<file path="config.mk">
export PLATFORM = sky130hd
export DESIGN_NAME = sram_1r1w_pipe_flat
export DESIGN_NICKNAME = d
export VERILOG_FILES = /design/src/rtl/sram_pkg.sv /design/src/rtl/sram_1r1w_pipe_if.sv /design/src/rtl/sram_init_sweeper.sv /design/src/rtl/sram_1r1w_pipe.sv /design/src/flat_wrapper.sv
export SDC_FILE = /design/constraint.sdc
export NUM_CORES = 1
export LEC_CHECK = 0
export ABC_CLOCK_PERIOD_IN_PS = 5450
export CORE_UTILIZATION = 55
export CTS_CLUSTER_SIZE = 25
export DETAILED_ROUTE_END_ITERATION = 12
export PLACE_DENSITY = 0.85
export SYNTH_ARGS = -nofsm -noshare
export SYNTH_HDL_FRONTEND = slang
export SYNTH_SLANG_ARGS = --single-unit
</file>
<file path="constraint.sdc">
create_clock -name clk -period 5.45 [get_ports clk]
set_clock_uncertainty 0.2 [all_clocks]
set_input_delay 1.09 -clock clk [delete_from_list [all_inputs] [get_ports clk]]
set_output_delay 1.09 -clock clk [all_outputs]
set_load 0.01 [all_outputs]
</file>
<file path="src/rtl/sram_pkg.sv">
// Shared types and constants for the 1R1W pipelined SRAM: controller states
// and the legal READ_LATENCY values.
package sram_pkg;

  typedef enum logic {
    ST_INIT  = 1'b0,
    ST_READY = 1'b1
  } sram_state_e;

  localparam int READ_LATENCY_MIN = 1;
  localparam int READ_LATENCY_MAX = 2;

  function automatic bit read_latency_legal(input int lat);
    return (lat == READ_LATENCY_MIN) || (lat == READ_LATENCY_MAX);
  endfunction

endpackage

</file>
<file path="src/rtl/sram_1r1w_pipe_if.sv">
// Request/response bundle for sram_1r1w_pipe: one write port, one read port
// and the init status flag.
interface sram_1r1w_pipe_if #(
  parameter int WORD_SIZE = 32,
  parameter int ADDR_SIZE = 4,
  parameter int MASK_GRAN = 8
);
  import sram_pkg::*;

  localparam int LANES = WORD_SIZE / MASK_GRAN;

  logic                 write_enable;
  logic [ADDR_SIZE-1:0] write_address;
  logic [WORD_SIZE-1:0] write_data;
  logic [LANES-1:0]     write_mask;
  logic                 read_enable;
  logic [ADDR_SIZE-1:0] read_address;
  logic [WORD_SIZE-1:0] read_data;
  logic                 read_valid;
  logic                 init_busy;

  modport master (
    output write_enable, write_address, write_data, write_mask,
    output read_enable, read_address,
    input  read_data, read_valid, init_busy
  );

  modport slave (
    input  write_enable, write_address, write_data, write_mask,
    input  read_enable, read_address,
    output read_data, read_valid, init_busy
  );

endinterface

</file>
<file path="src/rtl/sram_init_sweeper.sv">
// INIT/READY controller: after reset, walks every address once emitting a
// zero-write strobe, then parks in READY until the next reset.
module sram_init_sweeper
  import sram_pkg::*;
#(
  parameter int ADDR_SIZE = 4
) (
  input  logic                 clk,
  input  logic                 rst,
  output logic                 sweep_we,
  output logic [ADDR_SIZE-1:0] sweep_addr,
  output logic                 init_busy
);

  localparam logic [ADDR_SIZE-1:0] LAST_ADDR = '1;

  sram_state_e          state_reg, state_next;
  logic [ADDR_SIZE-1:0] cnt_reg, cnt_next;

  always_ff @(posedge clk or posedge rst) begin
    if (rst) begin
      state_reg <= ST_INIT;
      cnt_reg   <= '0;
    end else begin
      state_reg <= state_next;
      cnt_reg   <= cnt_next;
    end
  end

  always_comb begin
    state_next = state_reg;
    cnt_next   = cnt_reg;
    sweep_we   = 1'b0;
    init_busy  = 1'b0;
    if (state_reg == ST_INIT) begin
      sweep_we  = 1'b1;
      init_busy = 1'b1;
      if (cnt_reg == LAST_ADDR) begin
        state_next = ST_READY;
        cnt_next   = '0;
      end else begin
        cnt_next = cnt_reg + 1'b1;
      end
    end
  end

  assign sweep_addr = cnt_reg;

endmodule

</file>
<file path="src/rtl/sram_1r1w_pipe.sv">
// 1-read/1-write SRAM with per-lane write mask, zeroing sweep after reset and
// 1- or 2-cycle read pipeline. Define SRAM_1R1W_PIPE_BYPASS_EN for write-first collisions.
module sram_1r1w_pipe
  import sram_pkg::*;
#(
  parameter int WORD_SIZE    = 32,
  parameter int ADDR_SIZE    = 4,
  parameter int MASK_GRAN    = 8,
  parameter int READ_LATENCY = 1
) (
  input  logic             clk,
  input  logic             rst,
  sram_1r1w_pipe_if.slave  bus
);

  localparam int LANES = WORD_SIZE / MASK_GRAN;
  localparam int DEPTH = 1 << ADDR_SIZE;

  if (((WORD_SIZE % MASK_GRAN) != 0) || !read_latency_legal(READ_LATENCY)) begin : g_bad_cfg
    $error("sram_1r1w_pipe: illegal WORD_SIZE/MASK_GRAN/READ_LATENCY combination");
  end

  logic                 sweep_we;
  logic [ADDR_SIZE-1:0] sweep_addr;
  logic                 init_busy;
  logic                 wr_fire;
  logic                 rd_fire;
  logic [ADDR_SIZE-1:0] mem_wr_addr;
  logic [WORD_SIZE-1:0] rd_word;
  logic                 s1_valid_reg;
  logic [WORD_SIZE-1:0] s1_data_reg;

  sram_init_sweeper #(.ADDR_SIZE(ADDR_SIZE)) u_sweeper (
    .clk        (clk),
    .rst        (rst),
    .sweep_we   (sweep_we),
    .sweep_addr (sweep_addr),
    .init_busy  (init_busy)
  );

  // User traffic is dropped entirely while the sweep owns the array.
  assign wr_fire     = bus.write_enable && !init_busy;
  assign rd_fire     = bus.read_enable && !init_busy;
  assign mem_wr_addr = sweep_we ? sweep_addr : bus.write_address;

  // One narrow array per mask lane so each lane has its own write enable.
  for (genvar gi = 0; gi < LANES; gi++) begin : g_lane
    logic [MASK_GRAN-1:0] mem_reg [DEPTH];
    logic                 lane_we;
    logic [MASK_GRAN-1:0] lane_wdata;

    assign lane_we    = sweep_we || (wr_fire && bus.write_mask[gi]);
    assign lane_wdata = sweep_we ? '0 : bus.write_data[gi*MASK_GRAN +: MASK_GRAN];

    always_ff @(posedge clk) begin
      if (lane_we) begin
        mem_reg[mem_wr_addr] <= lane_wdata;
      end
    end

`ifdef SRAM_1R1W_PIPE_BYPASS_EN
    assign rd_word[gi*MASK_GRAN +: MASK_GRAN] =
      (wr_fire && bus.write_mask[gi] && (bus.write_address == bus.read_address))
        ? bus.write_data[gi*MASK_GRAN +: MASK_GRAN]
        : mem_reg[bus.read_address];
`else
    assign rd_word[gi*MASK_GRAN +: MASK_GRAN] = mem_reg[bus.read_address];
`endif
  end

  always_ff @(posedge clk or posedge rst) begin
    if (rst) begin
      s1_valid_reg <= 1'b0;
      s1_data_reg  <= '0;
    end else begin
      s1_valid_reg <= rd_fire;
      if (rd_fire) begin
        s1_data_reg <= rd_word;
      end
    end
  end

  // Data registers only load on a valid beat, so read_data holds between reads.
  if (READ_LATENCY == READ_LATENCY_MAX) begin : g_lat2
    logic                 s2_valid_reg;
    logic [WORD_SIZE-1:0] s2_data_reg;

    always_ff @(posedge clk or posedge rst) begin
      if (rst) begin
        s2_valid_reg <= 1'b0;
        s2_data_reg  <= '0;
      end else begin
        s2_valid_reg <= s1_valid_reg;
        if (s1_valid_reg) begin
          s2_data_reg <= s1_data_reg;
        end
      end
    end

    assign bus.read_valid = s2_valid_reg;
    assign bus.read_data  = s2_data_reg;
  end else begin : g_lat1
    assign bus.read_valid = s1_valid_reg;
    assign bus.read_data  = s1_data_reg;
  end

  assign bus.init_busy = init_busy;

endmodule

</file>
<file path="src/flat_wrapper.sv">
// flat-port wrapper written by rule: the top's interface ports become plain ports
module sram_1r1w_pipe_flat import sram_pkg::*;
#(
  parameter int WORD_SIZE    = 32,
  parameter int ADDR_SIZE    = 4,
  parameter int MASK_GRAN    = 8,
  parameter int READ_LATENCY = 1
)
  (clk, rst, bus_write_enable, bus_write_address, bus_write_data, bus_write_mask, bus_read_enable, bus_read_address, bus_read_data, bus_read_valid, bus_init_busy);
  sram_1r1w_pipe_if #(.WORD_SIZE(WORD_SIZE), .ADDR_SIZE(ADDR_SIZE), .MASK_GRAN(MASK_GRAN)) bus_i ();
  input  logic clk;
  input  logic rst;
  input wire logic [$bits(bus_i.write_enable)-1:0] bus_write_enable;
  input wire logic [$bits(bus_i.write_address)-1:0] bus_write_address;
  input wire logic [$bits(bus_i.write_data)-1:0] bus_write_data;
  input wire logic [$bits(bus_i.write_mask)-1:0] bus_write_mask;
  input wire logic [$bits(bus_i.read_enable)-1:0] bus_read_enable;
  input wire logic [$bits(bus_i.read_address)-1:0] bus_read_address;
  output wire logic [$bits(bus_i.read_data)-1:0] bus_read_data;
  output wire logic [$bits(bus_i.read_valid)-1:0] bus_read_valid;
  output wire logic [$bits(bus_i.init_busy)-1:0] bus_init_busy;
  assign bus_i.write_enable = bus_write_enable;
  assign bus_i.write_address = bus_write_address;
  assign bus_i.write_data = bus_write_data;
  assign bus_i.write_mask = bus_write_mask;
  assign bus_i.read_enable = bus_read_enable;
  assign bus_i.read_address = bus_read_address;
  assign bus_read_data = bus_i.read_data;
  assign bus_read_valid = bus_i.read_valid;
  assign bus_init_busy = bus_i.init_busy;
  sram_1r1w_pipe #(.WORD_SIZE(WORD_SIZE), .ADDR_SIZE(ADDR_SIZE), .MASK_GRAN(MASK_GRAN), .READ_LATENCY(READ_LATENCY)) u_core (.clk(clk), .rst(rst), .bus(bus_i));
endmodule
</file>
* Word level (Yosys, flattened, before mapping)
Memory sizes are Yosys's and may differ from the RTL's. A register that Yosys moved wholly into a read port is not among the register bits. Cells that the tools add are included.
Word-level totals: bits in writable memories 512, logic and storage cells 36, register bits 6, bits in latches 0, memories kept 4, input bits 48, memory bits (read-only) 0
Cells by class: multipliers 0, bitwise gates (word level) 0, reduce and logical (&&, ||, !) cells 10, div/mod/pow operators 0, shifts and indexed selects 0, multiplexer cells 17, magnitude comparators 0, add/subtract/negate cells 1, equal/unequal tests 1
Memory list:
- u_core.g_lane[0].mem_reg | depth 16, bits a word 8, read ports 1, clocked after Yosys merged registers in 1, wr ports 1, RTL line sram_1r1w_pipe.sv:48 | logic [MASK_GRAN-1:0] mem_reg [DEPTH];
- u_core.g_lane[1].mem_reg | depth 16, bits a word 8, read ports 1, clocked after Yosys merged registers in 1, wr ports 1, RTL line sram_1r1w_pipe.sv:48
- u_core.g_lane[2].mem_reg | depth 16, bits a word 8, read ports 1, clocked after Yosys merged registers in 1, wr ports 1, RTL line sram_1r1w_pipe.sv:48
- u_core.g_lane[3].mem_reg | depth 16, bits a word 8, read ports 1, clocked after Yosys merged registers in 1, wr ports 1, RTL line sram_1r1w_pipe.sv:48
Operators with widths (count):
- $mux W8 | 4
- $mux W1 | 11
- $mux W4 | 2
- $logic_and A1 B1 Y1 | 6
- $add A4 B1 Y4 const B | 1
- $eq A4 B4 Y1 const B | 1
- $logic_or A1 B1 Y1 | 4

* Longest topological paths before layout
Gate-level depths: netlist of the first run.
depth after elaboration 5, depth in mapped cells 7

* By module
A second synthesis of the first run with hierarchy kept.
Second synthesis, totals: cell total of the unflattened synthesis 1330, area, all modules 21804.7 sq um
Modules (own cells, without submodules):
- sram_1r1w_pipe | cells each 1309, sequential area each 16200.5 sq um, area each 21575.7 sq um, times used 1
- sram_init_sweeper | cells each 21, sequential area each 125.1 sq um, area each 229.0 sq um, times used 1

* Worst setup path after synthesis of the first run
Ideal clock, no wire load.
path type input-to-reg, start in bus_write_address[2], end mem u_core.g_lane[0].mem_reg[7][0], enable pin, library setup time 0.370 ns, data arrival time 2.023 ns, cell stages on the path 4, path slack 2.857 ns, path buffers 0, path through inv_1 > o32ai_2 > nand2_1 > nor2_1
On the way: word-level cells in the longest chain between the ends 1
RTL lines:
- from (decl) | RTL line flat_wrapper.sv:14 | input wire logic [$bits(bus_i.write_address)-1:0] bus_write_address;
- $mux W4 | RTL line sram_1r1w_pipe.sv:44 | assign mem_wr_addr = sweep_we ? sweep_addr : bus.write_address;
- to (decl) | RTL line sram_1r1w_pipe.sv:48
No other way between the ends.

* Worst setup path after layout of the first run
start reg u_core.u_sweeper.state_reg, end out bus_init_busy
On the way: word-level cells in the longest chain between the ends 1
RTL lines:
- from (decl) | RTL line sram_init_sweeper.sv:17 | sram_state_e state_reg, state_next;
- from (signal assigned) | RTL line sram_init_sweeper.sv:25 | state_reg <= state_next;
- $mux W1 | RTL line sram_init_sweeper.sv:35 | if (state_reg == ST_INIT) begin
- to (decl) | RTL line flat_wrapper.sv:21 | output wire logic [$bits(bus_i.init_busy)-1:0] bus_init_busy;
No other way between the ends.

==> results.json, run 1 <==
{
  "outcome": "completed",
  "min_path_type": "register to register",
  "r2r_slack_ps": 2420,
  "drt_wl_total_mm": 47.5,
  "synthSimpleGateAreaFrac_pct": 7.20,
  "arrival_ps": 2140,
  "rows": 72,
  "synth_top_family_by_area": "multiplexers",
  "cpPeakStageDelay_ps": 670,
  "synth_xor_area_share_pct": 0.0402,
  "io-pin-count": 82,
  "synth_area_um2": 21800,
  "clock_path_buffers": 3,
  "chipWidth_um": 201,
  "cts_inserted_buffers": 51,
  "dieArea_um2": 40400,
  "ctsResizeCount": 0,
  "viasPerCell": 6.09,
  "path_cells": "inv_1 -> clkdlybuf4s50_1",
  "synth_fa_ha_area_share_pct": 0.0574,
  "ys_seq_elements": 550,
  "fin_nets": 1474,
  "die_h_um": 201,
  "start_kind": "register",
  "synth_cells": 1353,
  "fin_util_pct": 63.1,
  "relSlewSlack_pct": 19.5,
  "worstSetupPathType": "register to output port",
  "rsz0062_at_grt": "false",
  "setup_viol": 0,
  "path_buf_inv": 2,
  "fin_crit_sh_pct": 63.0,
  "peakVddDrop_mv": 0.248,
  "fin_setup_tns_ps": 0,
  "synthMuxAreaShare_pct": 11.8,
  "grt_max_degree": 75,
  "cts.clk_slew.worst_paths_ps": 60,
  "multiInputGateArea_um2": 5040,
  "antenna_left": 0,
  "critical_path_required_ps": 4160,
  "drive_above_1_share_pct": 6.68,
  "ys_types": 30,
  "gp_congestion": 0.817,
  "seq_area_frac_synth_pct": 74.9,
  "initial_core_util_pct": 56.0,
  "insertion_delay_ps": 560,
  "drv_slew": 0,
  "powerDensity_nw_per_um2": 349,
  "synth.top_cell.area_share_pct": 70.5,
  "hpwl_mm": 29.0,
  "fillCellCount": 2654,
  "grt_overflow": 0,
  "worstPathMaxFanout": 11,
  "port_buffers": 81,
  "core_um2": 38900,
  "grt_pass1_wl_mm": 71.9,
  "drt-initial-drc-count": 1296,
  "cts-hold-fix-buffers": 0,
  "tightestPinTransition_ps": 1210,
  "cts_tree": "yes",
  "synth.avg_cell_area_um2": 16.1,
  "synth_compound_area_share_pct": 3.91,
  "drc": 0,
  "grt_pass1_vias": 12300,
  "synth_warnings": 0,
  "grt.total_usage_pct": 23.6,
  "synthToLayoutAreaGrowth_pct": 12.7,
  "seqCellArea_um2": 16300,
  "vias": 12100,
  "p_leak_nw": 8.58,
  "antenna_found_initial": 0,
  "hold_viol_final": 0,
  "worst_path_max_delay_cell": "clkdlybuf4s50_1",
  "max_freq_ghz": 0.291,
  "synthTopCellsByArea": "edfxtp_1 71%, mux2i_1 12%, dfrtp_1 4.4%",
  "final.min_clock_period_ps": 3430,
  "cts_max_level": 2,
  "crit_path_end_kind": "output port",
  "drv_cap": 0,
  "first_pass_iters": 5,
  "clock-sinks": 550,
  "cts-root-buf": "clkbuf_16",
  "cts_setup_buffers": 0,
  "largest_reg_flops": 512,
  "syn-num-nets": 1402,
  "holdWs_ps": 286,
  "synth_area_leader_cell": "edfxtp_1",
  "antennaDiodeCount": 0,
  "crit_family": "buffers and inverters",
  "wl_per_cell_um": 24.0
}
-- stage by stage --
stage / total power (W) / std cells / area [um^2] / setup WS (ps)
after floorplan: 0.00506 / 1353 / 21800 / 2860
after global placement: 0.00528 / 1890 / 23000 / 1700
after detailed placement: 0.00529 / 1890 / 23000 / 1570
after CTS: 0.00859 / 1985 / 24600 / 2010
after global routing: 0.00878 / 1985 / 24600 / 1950
final: 0.00857 / 1985 / 24600 / 2020
-- metal layers --
metal	track usage, %	vias to the layer above	routed length (um)
met1	30.9	5963	18100
met5	0	-	0
met3	3.97	122	4130
met2	39.6	683	23700
li1	-	5313	-
met4	9.27	0	1610
-- worst register-to-register path, cell delays in order, from the launching register on --
cell and delay (ps):
dfrtp_2 400, buf_4 300, o21ai_0 570, nand2_1 360, nor2_1 830
-- layout make-up --
class	instances	share of cell area [%]
Sequential cell	550	66.4
Multi-Input combinational cell	723	20.5
Clock buffer	77	5.93
Timing Repair Buffer	94	3.87
Tap cell	518	2.64
Clock inverter	18	0.524
Inverter	5	0.0764
-- power by group --
part           internal (W)  total [W]  switching (W)
Clock               0.00193    0.00336        0.00143
Combinational      0.000199   0.000519       0.000320
Sequential          0.00466    0.00469      0.0000304
-- worst paths after layout --
kind / startpoint / end / depth (start not counted)
hold / removal: u_core.bus.read_data[15] / u_core.bus.read_data[15] / 2
max in group asynchronous: rst / u_core.u_sweeper.state_reg / 2
setup / recovery: u_core.u_sweeper.state_reg / bus_init_busy / 2
min in group asynchronous: rst / u_core.bus.read_data[31] / 2
setup reg to reg: u_core.u_sweeper.state_reg / u_core.g_lane[3].mem_reg[3][3] / 4
hold reg to reg: u_core.bus.read_data[15] / u_core.bus.read_data[15] / 2
-- cells in the final DEF (no fill, tap or decap), drive strengths merged, types with 2 or more instances in the layout --
cell / Yosys / layout
o21ai: 4 / 4
clkbuf: 20 / 77
buf: 55 / 14
bufinv: 0 / 2
o31ai: 3 / 3
nand2b: 2 / 2
a22oi: 69 / 69
nand2: 140 / 140
o32ai: 2 / 2
mux2i: 256 / 256
or3: 2 / 2
dfrtp: 38 / 38
and2: 33 / 33
clkdlybuf4s50: 0 / 80
clkinv: 0 / 15
nor2: 68 / 68
nor2b: 2 / 2
edfxtp: 512 / 512
nand3: 73 / 73
a32o: 2 / 2
inv: 5 / 5
nand4: 27 / 27
a21oi: 37 / 37
-- synth_stat cells --
master    instances
ha_1              1
xnor2_1           1
dfrtp_1          38
edfxtp_1        512
buf_2            16
o31ai_4           2
a21oi_1          33
a32o_1            2
nand3_1          73
o31ai_1           1
buf_1             8
a22oi_1          69
nor2_1           68
o32ai_2           1
a21oi_2           4
nand2_1         136
clkbuf_1         20
or3_1             2
nand4_1          27
mux2_2            1
nand2b_1          2
o32ai_4           1
o21ai_0           4
nor2b_1           2
and2_1           33
nand2_2           4
buf_6             7
mux2i_1         256
buf_4            24
inv_1             5
-- kinds of logic after synthesis --
kind of cell    Yosys count
simple gates            347
mux                     257
flops                   550
xor+xnor                  1
fa+ha+maj                 1
buf+inv                  80
compound gates          117
Power figures use the tool's default switching activity.
==> run 2: changes to the inputs <==
- ABC_CLOCK_PERIOD_IN_PS: 5450 -> 2900
- PLACE_DENSITY: 0.85 -> 0.88
- clock period: 5.45 -> 2.9 ns (I/O delays scaled with it)
==> run 2 against run 1 <==
Wire length up 12%. Final area grew 3.3%. Sequential cell count is the same. Core utilization up 2.1 points. Register-to-register slack got worse by 2100 ps. Sequential power grew 87%. Via count increased by 5.9%. Combinational power rose by 110%. Final cell count is 4.1% higher. Global-route usage up 2.8 points. Largest cell class unchanged. Largest power group unchanged.
==> results.json, run 2 (synthesis results as in run 1) <==
{
  "dieArea_um2": 40400,
  "die_h_um": 201,
  "wl_per_cell_um": 25.7,
  "drv_slew": 0,
  "fin_crit_sh_pct": 91.9,
  "grt_overflow": 0,
  "clock_path_buffers": 3,
  "place_ws_ps": 82.5,
  "grt_pass1_vias": 13000,
  "worstPathMaxFanout": 10,
  "largest_reg_flops": 512,
  "cts_inserted_buffers": 49,
  "holdWs_ps": 206,
  "placed_cell_area_um2": 23700,
  "layout_setup_ws_ps": 236,
  "outcome": "completed",
  "relSlewSlack_pct": 36.7,
  "core_um2": 38900,
  "setup_viol": 0,
  "grt_pass1_wl_mm": 79.8,
  "chipWidth_um": 201,
  "cts_tree": "yes",
  "peakVddDrop_mv": 0.523,
  "drc": 0,
  "final_area_um2": 25400,
  "fin_util_pct": 65.2,
  "synthToLayoutAreaGrowth_pct": 16.4,
  "final_common_cell": "edfxtp_1",
  "drt_wl_total_mm": 53.1,
  "clock-sinks": 550,
  "cts.clk_slew.worst_paths_ps": 60,
  "arrival_ps": 1880,
  "cts-root-buf": "clkbuf_16",
  "hold_viol_final": 0,
  "io-pin-count": 82,
  "cts-hold-fix-buffers": 0,
  "vias": 12800,
  "final_cell_mix": "512 x edfxtp_1, 256 x mux2i_1, 136 x nand2_1",
  "max_freq_ghz": 0.375,
  "powerDensity_nw_per_um2": 656,
  "start_kind": "register",
  "tightestPinTransition_ps": 949,
  "final.min_clock_period_ps": 2660,
  "worstSetupPathType": "register to output port",
  "rsz0062_at_grt": "false",
  "crit_path_end_kind": "output port",
  "gp_congestion": 0.861,
  "insertion_delay_ps": 560,
  "p_leak_nw": 9.09,
  "viasPerCell": 6.19,
  "fin_nets": 1558,
  "critical_path_required_ps": 2120,
  "first_pass_iters": 6,
  "grt.total_usage_pct": 26.4,
  "initial_core_util_pct": 56.0,
  "fin_setup_tns_ps": 0,
  "drv_cap": 0,
  "rows": 72,
  "port_buffers": 81,
  "fillCellCount": 2469,
  "antenna_left": 0,
  "grt_max_degree": 65,
  "cts_max_level": 2,
  "min_path_type": "input port to asynchronous set/reset pin",
  "antenna_found_initial": 1,
  "drive_above_1_share_pct": 12.2,
  "hpwl_mm": 32.2,
  "drt-initial-drc-count": 1837
}
[run 2: worst max-delay path: stages (launching register included)]
cell and delay (ps):
dfrtp_2 490, clkinvlp_4 170, buf_4 180, clkdlybuf4s50_1 470
[run 2: cell type report]
cell class / count / area [um^2] / share of cell area [%]
Antenna cell: 1 / 2.50 / 0.00986
Sequential cell: 550 / 16300 / 64.4
Inverter: 5 / 22.5 / 0.0888
Clock buffer: 65 / 1300 / 5.11
Clock inverter: 24 / 362 / 1.43
Tap cell: 518 / 648 / 2.55
Multi-Input combinational cell: 723 / 5040 / 19.9
Timing Repair Buffer: 180 / 1670 / 6.59
[run 2: through the flow]
step	instances	power [W]
6_report	2066	0.0166
5_1_grt	2065	0.0170
4_1_cts	2065	0.0167
3_5_place_dp	1975	0.0100
3_3_place_gp	1975	0.00997
2_1_floorplan	1353	0.00952
[run 2: path summary, 6_finish.rpt]
| check | start | slack [ps] | end | depth (start not counted) |
|---|---|---|---|---|
| max in group asynchronous | rst | 1730 | u_core.bus.read_data[19] | 3 |
| min in group clk | u_core.bus.read_data[12] | 280 | u_core.bus.read_data[12] | 2 |
| hold / removal | rst | 210 | u_core.bus.read_data[14] | 2 |
| setup / recovery | u_core.u_sweeper.state_reg | 240 | bus_init_busy | 3 |
| hold reg to reg | u_core.bus.read_data[12] | 280 | u_core.bus.read_data[12] | 2 |
| setup reg to reg | u_core.u_sweeper.state_reg | 360 | u_core.g_lane[3].mem_reg[12][4] | 7 |
[run 2: power breakdown]
part | internal, W | switching (W)
Combinational | 0.000408 | 0.000658
Clock | 0.00403 | 0.00275
Sequential | 0.00875 | 0.0000406
[run 2: what timing repair did]
action / CTS / global route
setup endpoints to repair: 1 / 0
setup buffers: 1 / 0
gates resized for setup: 1 / 0
[run 2: routing by layer]
metal	vias up	GRT usage, %	share of wire [%]
met1	6357	35.2	38
met4	2	9.98	3.9
met2	822	44.3	49
met3	144	3.95	8.7
met5	-	0	0.023
li1	5473	-	-
